<file path="config.mk">
export PLATFORM = sky130hd
export DESIGN_NAME = fetch_unit
export DESIGN_NICKNAME = d
export VERILOG_FILES = /design/src/rtl/fetch_unit.sv
export SDC_FILE = /design/constraint.sdc
export NUM_CORES = 1
export LEC_CHECK = 0
export CAP_MARGIN = 15
export CORE_ASPECT_RATIO = 0.9
export CORE_MARGIN = 4
export CORE_UTILIZATION = 31
export CTS_CLUSTER_DIAMETER = 200
export DETAILED_ROUTE_END_ITERATION = 7
export HOLD_SLACK_MARGIN = 0.15
export PLACE_DENSITY_LB_ADDON = 0.3
export SLEW_MARGIN = 20
export SYNTH_ARGS = -nofsm -noshare
export SYNTH_HDL_FRONTEND = slang
export SYNTH_SLANG_ARGS = --single-unit
</file>
<file path="constraint.sdc">
create_clock -name Clk -period 1.5 [get_ports Clk]
set_clock_uncertainty 0.05 [all_clocks]
set_input_delay 0.225 -clock Clk [delete_from_list [all_inputs] [get_ports Clk]]
set_output_delay 0.225 -clock Clk [all_outputs]
set_load 0.1 [all_outputs]
</file>
<file path="src/rtl/fetch_unit.sv">
// Program counter / fetch sequencer for the 9-bit core: IDLE -> RUN -> HALT with Start/Done.
// Optional run statistics (CycleCt, JumpCt) are built when FETCH_PERF_CNT_EN is defined.
module fetch_unit #(
  parameter int PC_W  = 10,
  parameter int CNT_W = 16
) (
  input  logic             Clk,
  input  logic             Reset,
  input  logic             Start,
  input  logic [PC_W-1:0]  StartAddr,
  input  logic             JumpEqual,
  input  logic             JumpNotEqual,
  input  logic             Equal,
  input  logic [PC_W-1:0]  Target,
  input  logic             Ack,
  output logic [PC_W-1:0]  ProgCtr,
  output logic             Running,
  output logic             Done,
  output logic [CNT_W-1:0] CycleCt,
  output logic [CNT_W-1:0] JumpCt
);

  typedef enum logic [1:0] {
    IDLE = 2'd0,
    RUN  = 2'd1,
    HALT = 2'd2
  } state_e;

  state_e          state_q, state_d;
  logic [PC_W-1:0] pc_q, pc_d;
  logic            taken;
  logic            launch;

  // Both jump flags high makes the branch unconditional.
  assign taken  = (JumpEqual & Equal) | (JumpNotEqual & ~Equal);
  assign launch = (state_q != RUN) && Start;

  // NOTE: sequential state uses non-blocking (<=) so every flop samples pre-edge values.
  always_ff @(posedge Clk) begin
    if (!Reset) state_q <= IDLE;
    else        state_q <= state_d;
  end

  // NOTE: every comb output gets a default first, so no path can infer a latch.
  always_comb begin
    state_d = state_q;
    unique case (state_q)
      IDLE:    if (Start) state_d = RUN;
      RUN:     if (Ack)   state_d = HALT;
      HALT:    if (Start) state_d = RUN;
      default: state_d = IDLE;
    endcase
  end

  always_comb begin
    Running = (state_q == RUN);
    Done    = (state_q == HALT);
  end

  // Ack wins over any jump so the PC keeps pointing at the halt word.
  always_comb begin
    pc_d = pc_q;
    if (launch) begin
      pc_d = StartAddr;
    end else if (state_q == RUN) begin
      if (Ack)        pc_d = pc_q;
      else if (taken) pc_d = Target;
      else            pc_d = pc_q + PC_W'(1);
    end
  end

  always_ff @(posedge Clk) begin
    if (!Reset) pc_q <= '0;
    else        pc_q <= pc_d;
  end

  assign ProgCtr = pc_q;

`ifdef FETCH_PERF_CNT_EN
  logic [CNT_W-1:0] cyc_q, cyc_d;
  logic [CNT_W-1:0] jmp_q, jmp_d;

  always_comb begin
    cyc_d = cyc_q;
    jmp_d = jmp_q;
    if (launch) begin
      cyc_d = '0;
      jmp_d = '0;
    end else if (state_q == RUN) begin
      if (!(&cyc_q))                  cyc_d = cyc_q + CNT_W'(1);
      if (!Ack && taken && !(&jmp_q)) jmp_d = jmp_q + CNT_W'(1);
    end
  end

  always_ff @(posedge Clk) begin
    if (!Reset) begin
      cyc_q <= '0;
      jmp_q <= '0;
    end else begin
      cyc_q <= cyc_d;
      jmp_q <= jmp_d;
    end
  end

  assign CycleCt = cyc_q;
  assign JumpCt  = jmp_q;
`else
  assign CycleCt = '0;
  assign JumpCt  = '0;
`endif

endmodule

</file>
==> reports/metrics.yaml <==
status: "complete, no violations"
fmax_mhz: 694
dr.first_iter.drc_count: 72
final-setup-viol-count: 0
holdCritStartpoint: "StartAddr[2]"
pre_cts_ws_ps: -367
synth_edf_count: 0
antenna_left: 0
initial_utilization: 0.329
worst-path-max-fanout: 8
hold_viol: 0
cp.buffers_inverters: 0
grt_usage: 0.141
cp_data_arrival_time_ps: 1600
postLayoutCellArea_sq_um: 1670
drc: 0
synth_seq_cells: 12
cts_tree: "done"
cp_slowest_cell: "or4_1"
path_class: "flop to flop"
min_path_type: "primary input to flop"
reg2reg_from: "ProgCtr[5]"
synth_top_area_frac: 0.236
final_nets: 216
path_clk_slew_ps: 80
routed_via_density: 4.69
synth_cell_types: 35
core_area_sq_um: 3090
layout_setup_ws_ps: 59.7
grt_overflow: 0
dieArea_sq_um: 4260
clkLatencyLatePin_ps: 280
powerDensity_nw_per_um2: 914
grt_start_max_net_pins: 13
place_hpwl_mm: 2.42
end_kind: "flop"
cpPeakStageDelay_ps: 480
critPathRequiredTime_ps: 1660
crit_family: "simple AND/OR/NAND/NOR gates"
num_rows: 19
grt_pass1_wl_mm: 4.71
grt_antenna_before_repair: 0
gp_congestion: 0.875
numClockSinks: 12
cts_buffers: 3
dpl_cell_area_sq_um: 1630
p_leak_nw: 0.679
worstHoldPathCells: 3
firstDrtPassIters: 4
yosysWarnings: 0
synth_flop_cell: "dfxtp_1"
startpoint_type: "flop"
cts-root-buf: "clkbuf_4"
hold_end: "ProgCtr[2]"
cts_max_level: 1
routed_wirelength_mm: 3.04
r2r_cells: 4
maxSlewViolCount: 0
ys_top_cells_by_count: "buf_4, dfxtp_1, o21ai_0"
finalPower_mw: 1.53
fin_util: 0.540
peakVddDrop_mv: 0.470
ff2ff_setup_slack_ps: 60
timing.final.crit_share: 0.960
seq_area_frac_synth: 0.236
maxCapViolCount: 0
grt_pass1_vias: 1005
avgSynthCellArea_sq_um: 7.76
period_needed_ps: 1440
yosys.area.top_type: "dfxtp_1"
rr_endpoint: "ProgCtr[9]"
rsz0062_at_grt: "true"
synth-async-reset-ratio: 0
hold_buffers: 0
ioPinCount: 71
num_vias: 1074
wl_per_cell_microns: 13.3
die_w_microns: 68.3
path_cells: "nand4_4, or4_1, and3_1, o22ai_1"
clock_path_buffers: 2
critical_path_depth: 4
diodes: 0
port_buffers: 38
die_y_microns: 62.3
final_layout_size_suffix_gt1_frac: 0.294
synth.area.top_cells: "dfxtp_1, buf_4, o21ai_0, a22oi_1, nand2_1"
syn_to_final_growth_pct: 64.4
yosysMostFrequentCell: "buf_4"
netlist_area_sq_um: 1020
syn_inst: 131
==> cells in the final DEF (no fill, tap or decap), drive strengths merged, types with 3 or more instances in the layout <==
| master | n |
|---|---|
| conb | 32 |
| buf | 30 |
| clkdlybuf4s50 | 26 |
| o21ai | 12 |
| dfxtp | 12 |
| nand2 | 8 |
| a22oi | 6 |
| nor2 | 6 |
| nand3 | 5 |
| a21oi | 4 |
| clkbuf | 4 |
| nor2b | 4 |
| xor2 | 3 |
| o22ai | 3 |
| or3 | 3 |
==> timing repair <==
action / 4_1_cts / 5_1_grt
setup buffers: 0 / 1
setup endpoints to repair: 5 / 4
gates cloned: 0 / 0
gates resized for setup: 1 / 3
pin swaps: 0 / 1
endpoints found under the hold margin: 0 / 0
==> state kept, by name (all words and copies together), names as in the netlist <==
register,cells
ProgCtr,10
state_q,2
==> logic make-up (layout without fill, tap and decap cells) <==
kind of cell | count (synthesis) | in the layout | synth area share
buffers and inverters | 38 | 63 | 0.260
XOR/XNOR | 3 | 3 | 0.0259
other | 1 | 32 | 0.00369
flip-flops | 12 | 12 | 0.236
multiplexers | 1 | 1 | 0.00985
AND/OR/NAND/NOR | 37 | 37 | 0.207
AO/OA/AOI/OAI | 38 | 38 | 0.245
adder cells (fa/ha/maj) | 1 | 1 | 0.0123
==> worst min-delay path: stages <==
cell and delay [ps]:
clkdlybuf4s50_1 390, nand2_1 50, a311oi_1 90
==> report_power, final <==
part           leakage [nW]  internal, mW  switching (mW)
sequential            0.106         0.345          0.0351
combinational         0.559         0.258           0.671
clock                0.0150         0.103           0.115
total                 0.679         0.706           0.821
==> final cells by class <==
class / instances / area (sq um)
timing repair buffer: 56 / 636
sequential: 12 / 277
inverter: 3 / 11.3
tap: 42 / 52.6
clock buffer: 4 / 26.3
multi-input combinational: 112 / 668
fill: 303 / 1420
==> how the worst max path moves through the flow <==
| stage | startpoint | end |
|---|---|---|
| final | ProgCtr[5] | ProgCtr[9] |
| after global routing | Ack | ProgCtr[0] |
| after CTS | ProgCtr[5] | ProgCtr[9] |
| after detailed placement | Ack | ProgCtr[9] |
| after global placement | Ack | ProgCtr[9] |
| after floorplan | state_q[1] | state_q[1] |
==> stage by stage <==
stage / setup TNS (ps) / instances / hold slack [ps]
finish: 0 / 229 / 467
global route: -15.5 / 229 / 492
CTS: 0 / 228 / 467
detailed placement: -2830 / 224 / 465
global placement: -2610 / 224 / 467
floorplan: -1030 / 162 / 303
==> layer usage <==
layer | part of all wire | vias to the layer above | GRT usage
met2 | 0.46 | 64 | 0.221
met1 | 0.41 | 491 | 0.181
li1 | - | 516 | -
met3 | 0.12 | 3 | 0.0595
met4 | 0.0026 | 0 | 0.0223
met5 | 0 | - | 0
No activity file was read; power rests on OpenSTA's default activity.
